## src/rtl/seq_divider_pkg.sv

```systemverilog
// Shared definitions for the sequential restoring divider: default widths and FSM encoding.
package seq_divider_pkg;

  localparam int DIVIDEND_W_DEF = 16;
  localparam int DIVISOR_W_DEF  = 8;

  typedef enum logic [1:0] {
    S_IDLE = 2'd0,
    S_CALC = 2'd1,
    S_DONE = 2'd2
  } state_t;

endpackage

```

## src/rtl/seq_divider_div_step.sv

```systemverilog
// One restoring-division iteration: shift {r,q} left, trial-subtract the divisor, set the new quotient bit.
module div_step
  import seq_divider_pkg::*;
#(
  parameter int DIVIDEND_W = DIVIDEND_W_DEF,
  parameter int DIVISOR_W  = DIVISOR_W_DEF
) (
  input  logic [DIVISOR_W-1:0]  r,
  input  logic [DIVIDEND_W-1:0] q,
  input  logic [DIVISOR_W-1:0]  divisor,
  output logic [DIVISOR_W-1:0]  r_next,
  output logic [DIVIDEND_W-1:0] q_next
);

  logic [DIVISOR_W:0] shifted;
  logic               ge;

  // The shifted remainder needs one extra bit; after restoring it always fits back in DIVISOR_W.
  always_comb begin
    shifted = {r, q[DIVIDEND_W-1]};
    ge      = (shifted >= {1'b0, divisor});
    r_next  = ge ? DIVISOR_W'(shifted - {1'b0, divisor}) : shifted[DIVISOR_W-1:0];
    q_next  = {q[DIVIDEND_W-2:0], ge};
  end

endmodule

```

## src/rtl/seq_divider.sv

```systemverilog
// Multi-cycle unsigned restoring divider, one quotient bit per clock, start/done handshake.
//
// state  | meaning
// IDLE   | waiting for i_start; operands captured on the accepted edge
// CALC   | one iteration per cycle while cnt != 0; cnt == 0 loads the results
//        | (a zero divisor enters with cnt = 0, so it spends a single cycle here)
// DONE   | o_done pulse, results valid; i_start ignored
module seq_divider
  import seq_divider_pkg::*;
#(
  parameter int DIVIDEND_W = DIVIDEND_W_DEF,
  parameter int DIVISOR_W  = DIVISOR_W_DEF
) (
  input  logic                  i_clk,
  input  logic                  i_rst,
  input  logic                  i_start,
  input  logic [DIVIDEND_W-1:0] i_dividend,
  input  logic [DIVISOR_W-1:0]  i_divisor,
  output logic                  o_busy,
  output logic                  o_done,
  output logic [DIVIDEND_W-1:0] o_quotient,
  output logic [DIVISOR_W-1:0]  o_remainder,
  output logic                  o_div_by_zero
);

  localparam int CNT_W = $clog2(DIVIDEND_W + 1);

  state_t                state;
  logic [CNT_W-1:0]      cnt;
  logic [DIVISOR_W-1:0]  rem_q;
  logic [DIVIDEND_W-1:0] quo_q;
  logic [DIVISOR_W-1:0]  dsr_q;
  logic                  zero_q;
  logic [DIVISOR_W-1:0]  rem_next;
  logic [DIVIDEND_W-1:0] quo_next;

  div_step #(
    .DIVIDEND_W(DIVIDEND_W),
    .DIVISOR_W (DIVISOR_W)
  ) u_step (
    .r      (rem_q),
    .q      (quo_q),
    .divisor(dsr_q),
    .r_next (rem_next),
    .q_next (quo_next)
  );

  always_ff @(posedge i_clk) begin
    if (i_rst) begin
      state         <= S_IDLE;
      cnt           <= '0;
      rem_q         <= '0;
      quo_q         <= '0;
      dsr_q         <= '0;
      zero_q        <= 1'b0;
      o_busy        <= 1'b0;
      o_done        <= 1'b0;
      o_quotient    <= '0;
      o_remainder   <= '0;
      o_div_by_zero <= 1'b0;
    end else begin
      case (state)
        S_IDLE: begin
          o_done <= 1'b0;
          if (i_start) begin
            quo_q  <= i_dividend;
            dsr_q  <= i_divisor;
            rem_q  <= '0;
            zero_q <= (i_divisor == '0);
            cnt    <= (i_divisor == '0) ? '0 : CNT_W'(DIVIDEND_W);
            o_busy <= 1'b1;
            state  <= S_CALC;
          end
        end
        S_CALC: begin
          if (cnt == '0) begin
            state         <= S_DONE;
            o_done        <= 1'b1;
            o_div_by_zero <= zero_q;
            if (zero_q) begin
              o_quotient  <= '1;
              o_remainder <= quo_q[DIVISOR_W-1:0];
            end else begin
              o_quotient  <= quo_q;
              o_remainder <= rem_q;
            end
          end else begin
            rem_q <= rem_next;
            quo_q <= quo_next;
            cnt   <= cnt - CNT_W'(1);
          end
        end
        S_DONE: begin
          o_done <= 1'b0;
          o_busy <= 1'b0;
          state  <= S_IDLE;
        end
        default: begin
          o_done <= 1'b0;
          o_busy <= 1'b0;
          state  <= S_IDLE;
        end
      endcase
    end
  end

endmodule

```

## config.mk

```make
export PLATFORM = sky130hd
export DESIGN_NAME = seq_divider
export DESIGN_NICKNAME = d
export VERILOG_FILES = /design/src/rtl/seq_divider_pkg.sv /design/src/rtl/seq_divider_div_step.sv /design/src/rtl/seq_divider.sv
export SDC_FILE = /design/constraint.sdc
export NUM_CORES = 1
export LEC_CHECK = 0
export CAP_MARGIN = 20
export CORE_ASPECT_RATIO = 0.5
export CORE_MARGIN = 3
export CORE_UTILIZATION = 50
export CTS_BUF_LIST = sky130_fd_sc_hd__clkbuf_2 sky130_fd_sc_hd__clkbuf_4 sky130_fd_sc_hd__clkbuf_8
export CTS_CLUSTER_SIZE = 40
export DETAILED_ROUTE_END_ITERATION = 7
export PLACE_DENSITY_LB_ADDON = 0.08
export SLEW_MARGIN = 30
export SYNTH_ARGS = -nofsm -noshare
export SYNTH_HDL_FRONTEND = slang
export SYNTH_SLANG_ARGS = --single-unit
```

## constraint.sdc

```tcl
create_clock -name i_clk -period 2.5 [get_ports i_clk]
set_clock_uncertainty 0.15 [all_clocks]
set_input_delay 0.625 -clock i_clk [delete_from_list [all_inputs] [get_ports i_clk]]
set_output_delay 0.625 -clock i_clk [all_outputs]
set_load 0.01 [all_outputs]
```

# Yosys cells after proc, flatten, opt, wreduce, memory -nomap -nowiden
# Cells that the tools add are included.
[totals]
reg_bits = 67
latch_bits = 0
ramBits = 0
romBits = 0
input_bits = 27
output_inout_bits = 27
elab_cells = 47
memories = 0
[op_classes]
add_sub_neg = 2
multipliers = 0
n_div = 0
n_lt_le_gt_ge = 1
n_eq_ne = 4
n_shift = 0
mux = 18
n_bitwise = 1
n_reduce_logical = 10
[op_table]
columns = ["cell", "n"]
rows = [
  ["$mux 16", 3],
  ["$mux 8", 4],
  ["$pmux 16 s2", 1],
  ["$pmux 8 s2", 1],
  ["$mux 5", 3],
  ["$pmux 5 s2", 1],
  ["$ge 9x8->1", 1],
  ["$logic_not 8->1", 1],
  ["$reduce_and 2->1", 4],
  ["$sub 8x8->8", 1],
  ["$ne 2x2->1 const B", 3],
  ["$logic_not 5->1", 1],
  ["$sub 5x1->5 const B", 1],
  ["$mux 2", 2],
  ["$pmux 2 s2", 1],
  ["$reduce_and 3->1", 1],
  ["$eq 2x1->1 const B", 1],
  ["$logic_not 2->1", 1],
  ["$pmux 1 s2", 1],
  ["$reduce_bool 2->1", 1],
  ["$reduce_or 2->1", 1],
  ["$mux 1", 1],
  ["$not 1->1", 1],
]

# Depth between registers and ports, before layout
# Gate-level depths: netlist of the first run.
[depth]
ltp_word = 4
mapped_depth = 8
mapped_depth_nobuf = 8

# Modules after synthesis
# From an unflattened synthesis of the first run, not the netlist that was laid out.
[unflattened]
hier_cells = 396
area_unflattened_um2 = 3589.7
[modules_own_cells]
columns = ["module", "n_inst", "cells_per_inst", "area_per_inst_um2", "seq_area_each_um2"]
rows = [
  ["seq_divider", 1, 314, 2930.3, 1341.3],
  ["div_step", 1, 82, 659.4, 0.0],
]

# Worst setup path before layout of the first run
# Ideal clock, no wire load.
[synth_path]
path_kind = "register -> register"
start = "register quo_q[15]"
end = "register rem_q[6]"
setup_time_ns = 0.124
t_arrival_ns = 1.717
t_required_ns = 2.226
slack_ns = 0.510
path_stages_with_launch = 9
path_buffers = 0
period_less_slack_ns = 1.990
cell_sequence = "dfxtp_1 inv_1 ha_1 fa_1 nor2b_1 o31ai_1 mux2i_1 a2111oi_2 o31ai_1"
[synth_via]
elab_chain_len = 4
word_cells_on_any_way = 5
cone_classes = "add/sub: 1; order compare: 1; mux: 3"
[synth_rtl]
columns = ["item", "line", "text"]
rows = [
  ["from (decl)", "seq_divider.sv:31", "logic [DIVIDEND_W-1:0] quo_q;"],
  ["from (signal assigned)", "seq_divider.sv:66", "quo_q <= i_dividend;"],
  ["from (signal assigned)", "seq_divider.sv:89", "quo_q <= quo_next;"],
  ["$sub 8x8->8 / $ge 9x8->1 (equally long branches)", "seq_divider_div_step.sv:22, seq_divider_div_step.sv:21", ""],
  ["$mux 8 *", "seq_divider_div_step.sv:22", "r_next = ge ? DIVISOR_W'(shifted - {1'b0, divisor}) : shifted[DIVISOR_W-1:0];"],
  ["$mux 8 *", "seq_divider.sv:76", "if (cnt == '0) begin"],
  ["$pmux 8 s2 *", "seq_divider.sv:62", "case (state)"],
  ["to (signal assigned)", "seq_divider.sv:88", "rem_q <= rem_next;"],
  ["to (decl)", "seq_divider.sv:30", "logic [DIVISOR_W-1:0] rem_q;"],
]
# Mark *: on every way between the ends. The rest lies on a longest branch, timed or not. The select of a mux whose other input is x is not followed.
# A chain may end at the register's enable or synchronous reset.

# Worst setup path in the final report of the first run
# Ends and elaborated chain as after synthesis.

==> results_dict.tcl, run 1 <==
set metrics [dict create \
    nFillCells 520 \
    ctsHtreeMaxLevel 3 \
    rsz0062_at_grt "no" \
    syn_to_final_growth_pct 25.7 \
    postCtsSetupBuffers 0 \
    power_leakage_nw 1.52 \
    cp_max_fo 3 \
    overflow 0 \
    max-cap-violations 0 \
    hp-class "flop to flop" \
    avgSynthCellArea_um2 8.42 \
    placed_area_um2 3730 \
    worst-path-buf-inv 1 \
    crit_type "flop to flop" \
    synth_edf_count 0 \
    crit_family "adder cells" \
    drt_first_pass_iters 4 \
    fin_total_pwr_mw 4.62 \
    end_kind "flop" \
    slowest_delay_ns 0.41 \
    final.setup.worst_slack_ns 0.295 \
    pre_cts_slack_ns 0.142 \
    dieWidth_um 118 \
    worstMarginPinSlew_ns 0.657 \
    finalMaxSlewViolations 0 \
    io_buffers 53 \
    gp_congestion 0.799 \
    grt_pass1_vias 2552 \
    seq_area_frac_synth 0.427 \
    fmax_ghz 0.454 \
    avgViaCountPerCell 5.52 \
    antenna_found_initial 0 \
    drive_gt1_frac 0.0775 \
    syn-instance-count 373 \
    io_pins 54 \
    async_flop_share 0 \
    dp_hpwl_um 5650 \
    grt_pass1_wl_um 12600 \
    ys_ff_latch 67 \
    crit_chain "inv_1, ha_1, fa_1, nor2b_1, o31ai_1, mux2i_1, a2111oi_2, o31ai_1" \
    diodes 0 \
    die_y_um 62.0 \
    min_period_over_period 0.882 \
    finalWirelength_um 7710 \
    yosysTopAreaCellShare 0.427 \
    setup_viol 0 \
    cts_root_buffer "clkbuf_8" \
    nets 459 \
    ctsResizeCount 0 \
    arrival_ns 2.29 \
    drtAntennaViolNets 0 \
    fin_area_um2 3950 \
    critPathLaunchType "flop" \
    crit_required_ns 2.59 \
    synth_cell_types 46 \
    synth_area_um2 3140 \
    core_um2 5780 \
    clk_pin_slew_ns 0.07 \
    min_period_ns 2.20 \
    globalRouteTotalUtil 0.223 \
    crit_top_cell "o31ai_1" \
    start_util 0.543 \
    max_slew_margin 0.561 \
    ys.flop_type "dfxtp_1" \
    cts_num_sinks 67 \
    drtIter0Drc 238 \
    power_density_nw_per_um2 1170 \
    numCtsBuffers 9 \
    core.rowCount 19 \
    cts-hold-fix-buffers 0 \
    drc 0 \
    vdd_drop_max_uv 668 \
    cts_buffer_depth 2 \
    synth_area_leaders "dfxtp_1, nor2_1, nand2_1" \
    status "complete, no violations" \
    clk_latency_ns 0.35 \
    cts_tree "done" \
    grt_start_max_net_pins 49 \
    wl_per_cell_um 15.1 \
    finalSetupTns_ns 0 \
    synth_nets 411 \
    finalHoldViolCount 0 \
    synth_area_leader_cell "dfxtp_1" \
    die-area_um2 7320 \
    vias 2814 \
    yosys_warnings 0 \
    cp_slowest_cell "fa_1" \
]
layout by cell type, fill, tap and decap left out, types with 8 or more instances in the layout:
master,count
dfxtp_1,67
nor2_1,58
clkdlybuf4s50_1,53
nand2_1,49
nor3_1,34
a311oi_1,15
o21ai_0,14
inv_1,13
mux2i_1,13
clkbuf_8,11
a211oi_1,10
ha_1,10
a21oi_1,8
cells by family after synthesis:
group           after synthesis  share of synthesized area
compound gates               76                      0.185
xor+xnor                      5                     0.0140
fa+ha+maj                    11                     0.0462
buf+inv                      36                     0.0490
flops                        67                      0.427
mux                          13                     0.0414
simple gates                165                      0.237
layout make-up:
type | count | area [um^2] | area share
timing repair buffer | 60 | 596 | 0.151
clock inverter | 3 | 46.3 | 0.0117
inverter | 13 | 48.8 | 0.0124
multi-input combinational | 270 | 1640 | 0.416
clock buffer | 13 | 166 | 0.0422
tap | 84 | 105 | 0.0266
sequential | 67 | 1340 | 0.340
cells in the mapped netlist, types with 2 or more instances:
cell,count
dfxtp_1,67
nor2_1,58
nand2_1,49
nor3_1,34
a311oi_1,15
o21ai_0,14
inv_1,13
mux2i_1,13
clkbuf_1,11
a211oi_1,10
ha_1,10
buf_2,9
a21oi_1,8
nand2b_1,7
nor4_1,4
o31ai_1,4
a21o_1,3
a22o_1,3
o21a_1,3
xor2_1,3
a31oi_1,2
a32oi_1,2
and2_1,2
buf_4,2
nand3_1,2
nor2b_1,2
o21ba_2,2
or3_1,2
xnor2_1,2
worst min-delay path: stages (launching register included):
cell,delay [ns]
dfxtp_1,0.31
inv_1,0.06
a211oi_1,0.05
registers in the layout, indices dropped and copies added, names as in the netlist:
register,flops
dsr_q,8
cnt,5
o_quotient,16
state,2
quo_q,16
o_busy,1
rem_q,8
zero_q,1
o_done,1
o_div_by_zero,1
o_remainder,8
stage by stage:
stage	std cells	hold WS [ns]	util
final	510	0.318	0.683
after global routing	510	0.334	0.683
after CTS	510	0.316	0.683
after detailed placement	494	0.305	0.647
after global placement	494	0.293	0.647
after floorplan	373	0.302	-
where the power goes:
group / internal (mW) / leakage (nW) / total [mW] / switching (mW)
sequential: 1.38 / 0.549 / 1.66 / 0.276
clock: 0.539 / 0.107 / 0.949 / 0.410
combinational: 0.936 / 0.861 / 2.02 / 1.08
total: 2.86 / 1.52 / 4.62 / 1.77
layer usage:
metal	track usage	vias to the layer above	wire length, um
met3	0.0705	15	526
met2	0.358	83	3330
met4	0.0733	0	108
met1	0.295	1303	3750
met5	0	-	0
li1	-	1413	-
worst paths after layout:
path	start	endpoint	slack, ns	cells after the start
setup / recovery	quo_q[15]	rem_q[6]	0.30	8
hold reg to reg	o_busy	o_busy	0.32	2
setup reg to reg	quo_q[15]	rem_q[6]	0.30	8
hold / removal	o_busy	o_busy	0.32	2
Power figures use the tool's default switching activity.
==> inputs of run 2 (changes only) <==
--- a/config.mk
+++ b/config.mk
@@ -12,7 +12,7 @@
 export CTS_BUF_LIST = sky130_fd_sc_hd__clkbuf_2 sky130_fd_sc_hd__clkbuf_4 sky130_fd_sc_hd__clkbuf_8
 export CTS_CLUSTER_SIZE = 40
 export DETAILED_ROUTE_END_ITERATION = 7
-export PLACE_DENSITY_LB_ADDON = 0.08
+export PLACE_DENSITY = 0.8
 export SLEW_MARGIN = 30
 export SYNTH_ARGS = -nofsm -noshare
 export SYNTH_HDL_FRONTEND = slang
==> results_dict.tcl, run 2 (synthesized netlist as in run 1, its figures left out) <==
set metrics [dict create \
    overflow 0 \
    hp-class "flop to flop" \
    multi_input_area_um2 1650 \
    final_util 0.689 \
    numCtsBuffers 9 \
    cp_max_fo 3 \
    drive_gt1_frac 0.0882 \
    arrival_ns 2.42 \
    core_um2 5780 \
    rsz0062_at_grt "no" \
    slowest_delay_ns 0.41 \
    cp_slowest_cell "fa_1" \
    drtAntennaViolNets 0 \
    dieWidth_um 118 \
    status "complete, no violations" \
    dp_hpwl_um 5460 \
    pre_cts_slack_ns 0.186 \
    vias 2838 \
    seq_area_um2 1340 \
    crit_required_ns 2.58 \
    whs_path_depth 2 \
    max_slew_margin 0.605 \
    power_leakage_nw 1.54 \
    finalWirelength_um 7490 \
    placed_area_um2 3780 \
    io_buffers 53 \
    cts_num_sinks 67 \
    grt_pass1_wl_um 12100 \
    finalMaxSlewViolations 0 \
    drtIter0Drc 205 \
    final.setup.worst_slack_ns 0.162 \
    cts_root_buffer "clkbuf_8" \
    finalHoldViolCount 0 \
    ctsHtreeMaxLevel 3 \
    drc 0 \
    grt_pass1_vias 2513 \
    min_period_ns 2.34 \
    diodes 0 \
    syn_to_final_growth_pct 26.9 \
    clk_latency_ns 0.36 \
    place_inst 499 \
    core.rowCount 19 \
    min_period_over_period 0.935 \
    avgViaCountPerCell 5.51 \
    nets 464 \
    critPathLaunchType "flop" \
    cts-hold-fix-buffers 0 \
    fin_area_um2 3980 \
    worst-path-buf-inv 1 \
    fin_total_pwr_mw 4.61 \
    globalRouteTotalUtil 0.213 \
    crit_family "adder cells" \
    drt_first_pass_iters 4 \
    clk_pin_slew_ns 0.07 \
    grt_start_max_net_pins 40 \
    nFillCells 479 \
    die-area_um2 7320 \
    ff2ff_path_depth 8 \
    max-cap-violations 0 \
    end_kind "flop" \
    crit_top_cell "o31ai_1" \
    crit_cells 8 \
    crit_chain "inv_1, ha_1, fa_1, nor2b_1, o31ai_1, mux2i_1, a2111oi_2, o31ai_1" \
    holdWs_ns 0.312 \
    fmax_ghz 0.428 \
    antenna_found_initial 0 \
    postCtsSetupBuffers 0 \
    ctsResizeCount 0 \
    crit_type "flop to flop" \
    setup_viol 0 \
    wl_per_cell_um 14.5 \
    cts_tree "done" \
    vdd_drop_max_uv 521 \
    mostFrequentLayoutCells "dfxtp_1, nor2_1, clkdlybuf4s50_1" \
    io_pins 54 \
    power_density_nw_per_um2 1160 \
    die_y_um 62.0 \
    cts_buffer_depth 2 \
    start_util 0.543 \
    mostFrequentLayoutCell "dfxtp_1" \
    reg_top3 "o_quotient x16, quo_q x16" \
    gp_congestion 0.829 \
    instances_no_fill 515 \
    finalSetupTns_ns 0 \
    worstMarginPinSlew_ns 0.591 \
]
run 2: changes by cell type in the layout (fill, tap and decap cells not counted):
cell	previous run	this run
clkinv_4	1	2
clkbuf_4	2	0
clkinv_2	0	2
a211oi_4	0	1
buf_4	6	11
clkbuf_8	11	10
a211oi_2	1	0
run 2: power breakdown:
group / internal (mW) / leakage (nW) / total (mW) / switching [mW]
Combinational: 0.948 / 0.889 / 2.06 / 1.11
Sequential: 1.38 / 0.549 / 1.64 / 0.256
Clock: 0.487 / 0.102 / 0.916 / 0.429
run 2: layout make-up:
cell class,instances,area share
clock buffer,10,0.0346
clock inverter,6,0.0163
inverter,13,0.0123
multi-input combinational,270,0.415
sequential,67,0.337
tap,84,0.0264
timing repair buffer,65,0.159
run 2: worst paths after layout:
check	startpoint	endpoint	slack, ns
max	quo_q[15]	rem_q[6]	0.16
min	o_busy	o_busy	0.31
max reg2reg	quo_q[15]	rem_q[6]	0.16
min reg2reg	o_busy	o_busy	0.31
run 2: metal layers:
| metal | track usage | vias to the layer above | share of wire |
|---|---|---|---|
| li1 | - | 1423 | - |
| met1 | 0.271 | 1312 | 0.48 |
| met2 | 0.344 | 90 | 0.44 |
| met3 | 0.0814 | 13 | 0.065 |
| met4 | 0.0650 | 0 | 0.014 |
| met5 | 0 | - | 0 |
run 2: worst min-delay path: stages, from the launching register on:
cell and delay (ns):
dfxtp_1 0.31, inv_1 0.05, a211oi_1 0.05
